`src/rtl/rifl_cb_pkg.sv`:
```
// Shared types and the marker-round ordering rule for the temporal channel-bonding aligner.
package rifl_cb_pkg;

  typedef enum logic [1:0] {
    DOWN   = 2'd0,
    HUNT   = 2'd1,
    LOCKED = 2'd2
  } cb_align_state_t;

  localparam int CB_MAX_LANES = 16;

  // A marker on lane i is in sequence when exactly lanes 0..i-1 have already shown theirs.
  function automatic logic cb_marker_in_order(input logic [CB_MAX_LANES-1:0] grp, input int lane);
    logic [CB_MAX_LANES-1:0] w_expect;
    w_expect = CB_MAX_LANES'((64'd1 << lane) - 64'd1);
    return grp == w_expect;
  endfunction

endpackage

```
`src/rtl/rx_temporal_cb_align_if.sv`:
```
// Lane-buffer / merge side signals seen by the alignment controller.
interface rx_temporal_cb_align_if #(parameter int RATIO = 2);

  logic [RATIO-1:0] lane_up;
  logic [RATIO-1:0] head_valid;
  logic [RATIO-1:0] head_is_marker;
  logic [RATIO-1:0] pop;
  logic [RATIO-1:0] lane_discard;
  logic             merge_rst;
  logic             aligned;
  logic             align_err;
  logic [7:0]       relock_cnt;

  modport master (
    output lane_up, head_valid, head_is_marker, pop,
    input  lane_discard, merge_rst, aligned, align_err, relock_cnt
  );

  modport slave (
    input  lane_up, head_valid, head_is_marker, pop,
    output lane_discard, merge_rst, aligned, align_err, relock_cnt
  );

endinterface

```
`src/rtl/cb_marker_checker.sv`:
```
// Tracks marker rounds popped by the merge; flags an out-of-sequence pop combinationally.
module cb_marker_checker
  import rifl_cb_pkg::*;
#(
  parameter int RATIO = 2
) (
  input  logic             clk,
  input  logic             rst,
  input  logic             i_active,
  input  logic [RATIO-1:0] i_pop,
  input  logic [RATIO-1:0] i_marker,
  output logic             o_violation
);

  logic [RATIO-1:0] r_grp;
  logic [RATIO-1:0] w_grp_next;
  logic             w_violation;
  logic             w_multi;

  always_comb begin
    w_grp_next  = r_grp;
    w_violation = 1'b0;
    w_multi     = |(i_pop & (i_pop - RATIO'(1)));
    if (i_active && (|i_pop)) begin
      if (w_multi) begin
        w_violation = 1'b1;
        w_grp_next  = '0;
      end else begin
        for (int i = 0; i < RATIO; i++) begin
          if (i_pop[i]) begin
            if (i_marker[i]) begin
              if (cb_marker_in_order(CB_MAX_LANES'(r_grp), i)) begin
                w_grp_next = (i == RATIO - 1) ? '0 : (r_grp | (RATIO'(1) << i));
              end else begin
                w_violation = 1'b1;
                w_grp_next  = '0;
              end
            end else if (r_grp != '0) begin
              // data beat slipped into the middle of a marker round
              w_violation = 1'b1;
              w_grp_next  = '0;
            end
          end
        end
      end
    end
  end

  always_ff @(posedge clk) begin
    if (rst || !i_active) begin
      r_grp <= '0;
    end else begin
      r_grp <= w_grp_next;
    end
  end

  assign o_violation = w_violation;

endmodule

```
`src/rtl/rx_temporal_cb_align.sv`:
```
// Lane-alignment controller: holds the merge in reset until all lanes sit on a marker,
// drops that marker round, then relocks on repeated round-order violations or hunt timeout.
module rx_temporal_cb_align
  import rifl_cb_pkg::*;
#(
  parameter int RATIO      = 2,
  parameter int TIMEOUT    = 4096,
  parameter int ERR_THRESH = 3
) (
  input  logic                   clk,
  input  logic                   rst,
  rx_temporal_cb_align_if.slave  cb
);

  localparam int TW = $clog2(TIMEOUT + 1);
  localparam int VW = $clog2(ERR_THRESH + 1);

  cb_align_state_t  r_state;
  logic [TW-1:0]    r_tmo;
  logic [VW-1:0]    r_viol;
  logic             r_merge_rst;
  logic [RATIO-1:0] r_lane_discard;
  logic             r_aligned;
  logic             r_align_err;
  logic [7:0]       r_relock_cnt;

  logic             w_all_up;
  logic             w_all_marker;
  logic             w_violation;
  logic [TW-1:0]    w_tmo_next;
  logic [VW-1:0]    w_viol_next;
  logic [7:0]       w_relock_inc;

  assign w_all_up     = &cb.lane_up;
  assign w_all_marker = &(cb.head_valid & cb.head_is_marker);
  assign w_tmo_next   = r_tmo + TW'(1);
  assign w_viol_next  = r_viol + VW'(1);
  assign w_relock_inc = (r_relock_cnt == 8'hFF) ? r_relock_cnt : r_relock_cnt + 8'd1;

  cb_marker_checker #(.RATIO(RATIO)) u_checker (
    .clk         (clk),
    .rst         (rst),
    .i_active    (r_state == LOCKED),
    .i_pop       (cb.pop),
    .i_marker    (cb.head_valid & cb.head_is_marker),
    .o_violation (w_violation)
  );

  always_ff @(posedge clk) begin
    if (rst) begin
      r_state        <= DOWN;
      r_tmo          <= '0;
      r_viol         <= '0;
      r_merge_rst    <= 1'b1;
      r_lane_discard <= '0;
      r_aligned      <= 1'b0;
      r_align_err    <= 1'b0;
      r_relock_cnt   <= '0;
    end else begin
      r_align_err    <= 1'b0;
      r_lane_discard <= '0;
      case (r_state)
        DOWN: begin
          r_merge_rst <= 1'b1;
          r_aligned   <= 1'b0;
          if (w_all_up) begin
            r_state <= HUNT;
            r_tmo   <= '0;
          end
        end
        HUNT: begin
          if (!w_all_up) begin
            r_state <= DOWN;
          end else if (w_tmo_next == TW'(TIMEOUT)) begin
            r_state      <= DOWN;
            r_align_err  <= 1'b1;
            r_relock_cnt <= w_relock_inc;
          end else if (w_all_marker) begin
            r_state        <= LOCKED;
            r_lane_discard <= '1;
            r_aligned      <= 1'b1;
            r_viol         <= '0;
          end else begin
            r_tmo <= w_tmo_next;
            // a head already being dropped this cycle must not be dropped twice
            r_lane_discard <= cb.head_valid & ~cb.head_is_marker & ~r_lane_discard;
          end
        end
        LOCKED: begin
          if (!w_all_up) begin
            r_state     <= DOWN;
            r_merge_rst <= 1'b1;
            r_aligned   <= 1'b0;
          end else if (w_violation && (w_viol_next == VW'(ERR_THRESH))) begin
            r_state      <= HUNT;
            r_tmo        <= '0;
            r_viol       <= '0;
            r_align_err  <= 1'b1;
            r_relock_cnt <= w_relock_inc;
            r_merge_rst  <= 1'b1;
            r_aligned    <= 1'b0;
          end else begin
            r_merge_rst <= 1'b0;
            if (w_violation) begin
              r_viol <= w_viol_next;
            end
          end
        end
        default: r_state <= DOWN;
      endcase
    end
  end

  assign cb.merge_rst    = r_merge_rst;
  assign cb.lane_discard = r_lane_discard;
  assign cb.aligned      = r_aligned;
  assign cb.align_err    = r_align_err;
  assign cb.relock_cnt   = r_relock_cnt;

endmodule

```
`src/flat_wrapper.sv`:
```
// flat-port wrapper written by rule: the top's interface ports become plain ports
module rx_temporal_cb_align_flat import rifl_cb_pkg::*;
#(
  parameter int RATIO      = 2,
  parameter int TIMEOUT    = 4096,
  parameter int ERR_THRESH = 3
)
  (clk, rst, cb_lane_up, cb_head_valid, cb_head_is_marker, cb_pop, cb_lane_discard, cb_merge_rst, cb_aligned, cb_align_err, cb_relock_cnt);
  rx_temporal_cb_align_if #(.RATIO(RATIO)) cb_i ();
  input  logic clk;
  input  logic rst;
  input wire logic [$bits(cb_i.lane_up)-1:0] cb_lane_up;
  input wire logic [$bits(cb_i.head_valid)-1:0] cb_head_valid;
  input wire logic [$bits(cb_i.head_is_marker)-1:0] cb_head_is_marker;
  input wire logic [$bits(cb_i.pop)-1:0] cb_pop;
  output wire logic [$bits(cb_i.lane_discard)-1:0] cb_lane_discard;
  output wire logic [$bits(cb_i.merge_rst)-1:0] cb_merge_rst;
  output wire logic [$bits(cb_i.aligned)-1:0] cb_aligned;
  output wire logic [$bits(cb_i.align_err)-1:0] cb_align_err;
  output wire logic [$bits(cb_i.relock_cnt)-1:0] cb_relock_cnt;
  assign cb_i.lane_up = cb_lane_up;
  assign cb_i.head_valid = cb_head_valid;
  assign cb_i.head_is_marker = cb_head_is_marker;
  assign cb_i.pop = cb_pop;
  assign cb_lane_discard = cb_i.lane_discard;
  assign cb_merge_rst = cb_i.merge_rst;
  assign cb_aligned = cb_i.aligned;
  assign cb_align_err = cb_i.align_err;
  assign cb_relock_cnt = cb_i.relock_cnt;
  rx_temporal_cb_align #(.RATIO(RATIO), .TIMEOUT(TIMEOUT), .ERR_THRESH(ERR_THRESH)) u_core (.clk(clk), .rst(rst), .cb(cb_i));
endmodule
```
`config.mk`:
```
export PLATFORM = sky130hd
export DESIGN_NAME = rx_temporal_cb_align_flat
export DESIGN_NICKNAME = d
export VERILOG_FILES = /design/src/rtl/rifl_cb_pkg.sv /design/src/rtl/rx_temporal_cb_align_if.sv /design/src/rtl/cb_marker_checker.sv /design/src/rtl/rx_temporal_cb_align.sv /design/src/flat_wrapper.sv
export SDC_FILE = /design/constraint.sdc
export NUM_CORES = 1
export LEC_CHECK = 0
export CORE_MARGIN = 2
export CORE_UTILIZATION = 50
export DETAILED_ROUTE_END_ITERATION = 8
export PLACE_DENSITY = 0.79
export SLEW_MARGIN = 40
export SYNTH_ARGS = -nofsm -noshare
export SYNTH_HDL_FRONTEND = slang
export SYNTH_SLANG_ARGS = --single-unit
```
`constraint.sdc`:
```
create_clock -name clk -period 6.1 [get_ports clk]
set_input_delay 1.22 -clock clk [delete_from_list [all_inputs] [get_ports clk]]
set_output_delay 1.22 -clock clk [all_outputs]
set_load 0.02 [all_outputs]
```
==> summary.txt <==
Outcome
  • Status: finished, final reports clean

Power
  • Peak supply drop: 122 µV
  • PD cells: 200 nW/µm²
  • Static Leak: 0.803 nW

Placed design
  • IO buf count: 22
  • Placed cell areas: 2360 µm²
  • Post-DP HPWL: 3820 µm
  • Routability Congestion: 0.932

Synthesis
  • Gate Count Post-Synth: 258
  • Largest family of logic cells by synthesized area: simple AND/OR/NAND/NOR gates
  • Simple-gate share of the synthesized area: 0.324
  • Ys async rst share: 0
  • Adder and majority gate portion of the synthesized area: 0.0409
  • Synth Register Bits: 32
  • Mux share of post-synthesis cell area: 0.0146
  • Cell taking the most area after synthesis: dfxtp_1
  • Post-synthesis compound-gate area fraction: 0.265
  • Syn. warnings: 0
  • Post-synthesis sequential area ratio: 0.299
  • Yosys top cell area share: 0.299
  • Synth Cell Area: 2140 µm²
  • Synth cell count leaders: 32 x dfxtp_1, 23 x nand2_1, 16 x o21ai_0
  • Count of cell types in the netlist: 62
  • Synthesized Nets: 275
  • Post-synth EDFFs: 0
  • Syn avg cell area: 8.30 µm²
  • Synth Flop Type: dfxtp_1
  • Synth area leaders: dfxtp_1 30%, ha_1 4.1%, nand2_1 4.0%, o21ai_0 3.7%, nand3_1 3.0%
  • Post-Synth XOR/XNOR Area: 0.00818
  • Most frequent cell after synthesis: dfxtp_1

Cells and area
  • Final Instance Area: 2450 µm²
  • Ant diodes: 0
  • Layout cell share with drive strength beyond 1: 0.0978
  • Fin nets: 292
  • Synthesis-to-layout area growth: 14.2%
  • Filler instances: 374

Clock tree
  • Max Buffers Root-to-Sink: 2
  • Post-CTS Setup Repair Bufs: 0
  • Post-CTS sizing: 0
  • Root buffer cell: clkbuf_8
  • Num CTS Buffers: 5
  • Clock sinks: 32
  • H-tree Lvls: 2
  • Clock Latency Late Sink: 0.29 ns
  • CTS hold repair buffers: 0
  • CTS tree: done
  • Reg clk slew, reported paths: 0.07 ns

Timing
  • Slew HR: 0.491
  • Period utilisation layout: 0.609
  • Max Clk Rate: 269 MHz
  • Hold slack final: 0.502 ns
  • Total negative slack: 0 ns
  • Slew Viols, Final: 0
  • Min Clock Period, post-route: 3.71 ns
  • Finish-stage setup viols: 0
  • Final hold violations: 0
  • Clk_skew: 0.00904 ns
  • Unrepaired setup endpoints after global routing: no
  • Worst Tran Pin Value: 0.763 ns

Route
  • Routed Antenna Nets: 0
  • Via Count: 2098
  • Iter 0 DRT Violations: 171
  • DR vias/cell: 6.44
  • Routed WL: 5390 µm
  • Avg WL per Cell: 16.5 µm
  • Remaining DRCs: 0
  • DR pass1 iterations: 4

Floorplanning
  • Rows: 23
  • Initial Utilization: 0.528
  • IO Count: 23
  • Core area: 4060 µm²
  • Die Wd: 69.5 µm
  • Die ar.: 4820 µm²
  • Die height: 69.5 µm

Critical path
  • Worst path required time: 6.32 ns
  • Worst-path fanout max: 11
  • Critical path class: input port to register
  • Worst Path Arrival: 3.93 ns
  • Crit. End Element: register
  • CP Launch Type: input port

GRT
  • Vias in the first global route: 1831
  • First-pass GRT wire length: 8900 µm
  • Largest net degree at the start of global routing: 24
  • Total GRT Usage: 0.228
  • Remaining Overflow, GRT: 0
  • Initial antenna violation count: 0

Worst hold path
  • Type of the worst min-delay path: register to register

Flow run
  • Max cap viols: 0
routing by layer:
metal	routed length, µm	GRT usage	part of all wire	vias to the layer above
li1	-	-	-	1033
met1	2490	0.308	0.46	973
met2	2430	0.345	0.45	76
met3	311	0.0509	0.058	16
met4	157	0.105	0.029	0
met5	0	0	0	-
cell usage in the layout, fill, tap and decap left out, types with 3 or more instances in the layout:
| cell type | n |
|---|---|
| a211o_1 | 3 |
| a21oi_1 | 10 |
| a31oi_1 | 10 |
| and3_1 | 8 |
| and4_1 | 3 |
| clkbuf_8 | 5 |
| clkdlybuf4s50_1 | 21 |
| dfxtp_1 | 32 |
| ha_1 | 7 |
| inv_1 | 11 |
| nand2_1 | 23 |
| nand3_1 | 13 |
| nand4_1 | 10 |
| nor2_1 | 14 |
| nor2b_1 | 7 |
| nor3_1 | 8 |
| o211ai_1 | 4 |
| o21a_1 | 3 |
| o21ai_0 | 16 |
| o311ai_0 | 4 |
| o31ai_1 | 6 |
| or4_1 | 7 |
layout make-up:
| type | count | area (µm²) | share of cell area |
|---|---|---|---|
| multi-input combinational | 203 | 1400 | 0.572 |
| sequential | 32 | 641 | 0.262 |
| timing repair buffer | 22 | 215 | 0.0880 |
| clock buffer | 5 | 68.8 | 0.0281 |
| tap | 50 | 62.6 | 0.0256 |
| inverter | 11 | 41.3 | 0.0169 |
| clock inverter | 3 | 18.8 | 0.00767 |
worst paths after layout:
| path | slack [ns] | startpoint | to | depth (start not counted) |
|---|---|---|---|---|
| min | 0.50 | u_core.cb.relock_cnt[1] | u_core.cb.relock_cnt[1] | 2 |
| max | 2.39 | cb_head_is_marker[1] | u_core.r_tmo[4] | 7 |
| max reg2reg | 3.19 | u_core.r_tmo[0] | u_core.cb.align_err | 6 |
| min reg2reg | 0.50 | u_core.cb.relock_cnt[1] | u_core.cb.relock_cnt[1] | 2 |
flip-flops by register name (all words and copies together), names as in the netlist:
register                count
u_core.cb.merge_rst         1
u_core.cb.aligned           1
u_core.r_state              2
u_core.u_checker.r_grp      2
u_core.cb.align_err         1
u_core.cb.relock_cnt        8
u_core.cb.lane_discard      2
u_core.r_tmo               13
u_core.r_viol               2
logic make-up (layout without fill, tap and decap cells):
family / Yosys count / after routing
buf+inv: 23 / 41
fa+ha+maj: 7 / 7
flops: 32 / 32
xor+xnor: 2 / 2
compound gates: 77 / 77
simple gates: 114 / 114
mux: 3 / 3
stage by stage:
stage | std cells | setup slack (ns) | util | power, mW
global route | 326 | 2.13 | 0.603 | 0.516
finish | 326 | 2.39 | 0.603 | 0.490
detailed placement | 318 | 2.09 | 0.582 | 0.329
global placement | 318 | 2.16 | 0.582 | 0.327
floorplan | 258 | 3.27 | - | 0.304
CTS | 326 | 2.40 | 0.604 | 0.493
report_power, final:
part | switching [mW] | total, mW | internal, mW | leakage, nW
logic | 0.0620 | 0.101 | 0.0392 | 0.497
clock network | 0.0842 | 0.164 | 0.0794 | 0.0479
registers | 0.0102 | 0.225 | 0.215 | 0.258
critical path, cell delays in order:
cell and delay [ns]:
clkdlybuf4s50_1 0.57, a211o_1 0.18, a31oi_1 0.13, o21ai_0 0.57, nand3b_1 0.49, or4_1 0.61
a31oi_1 0.16
Power figures use the tool's default switching activity.
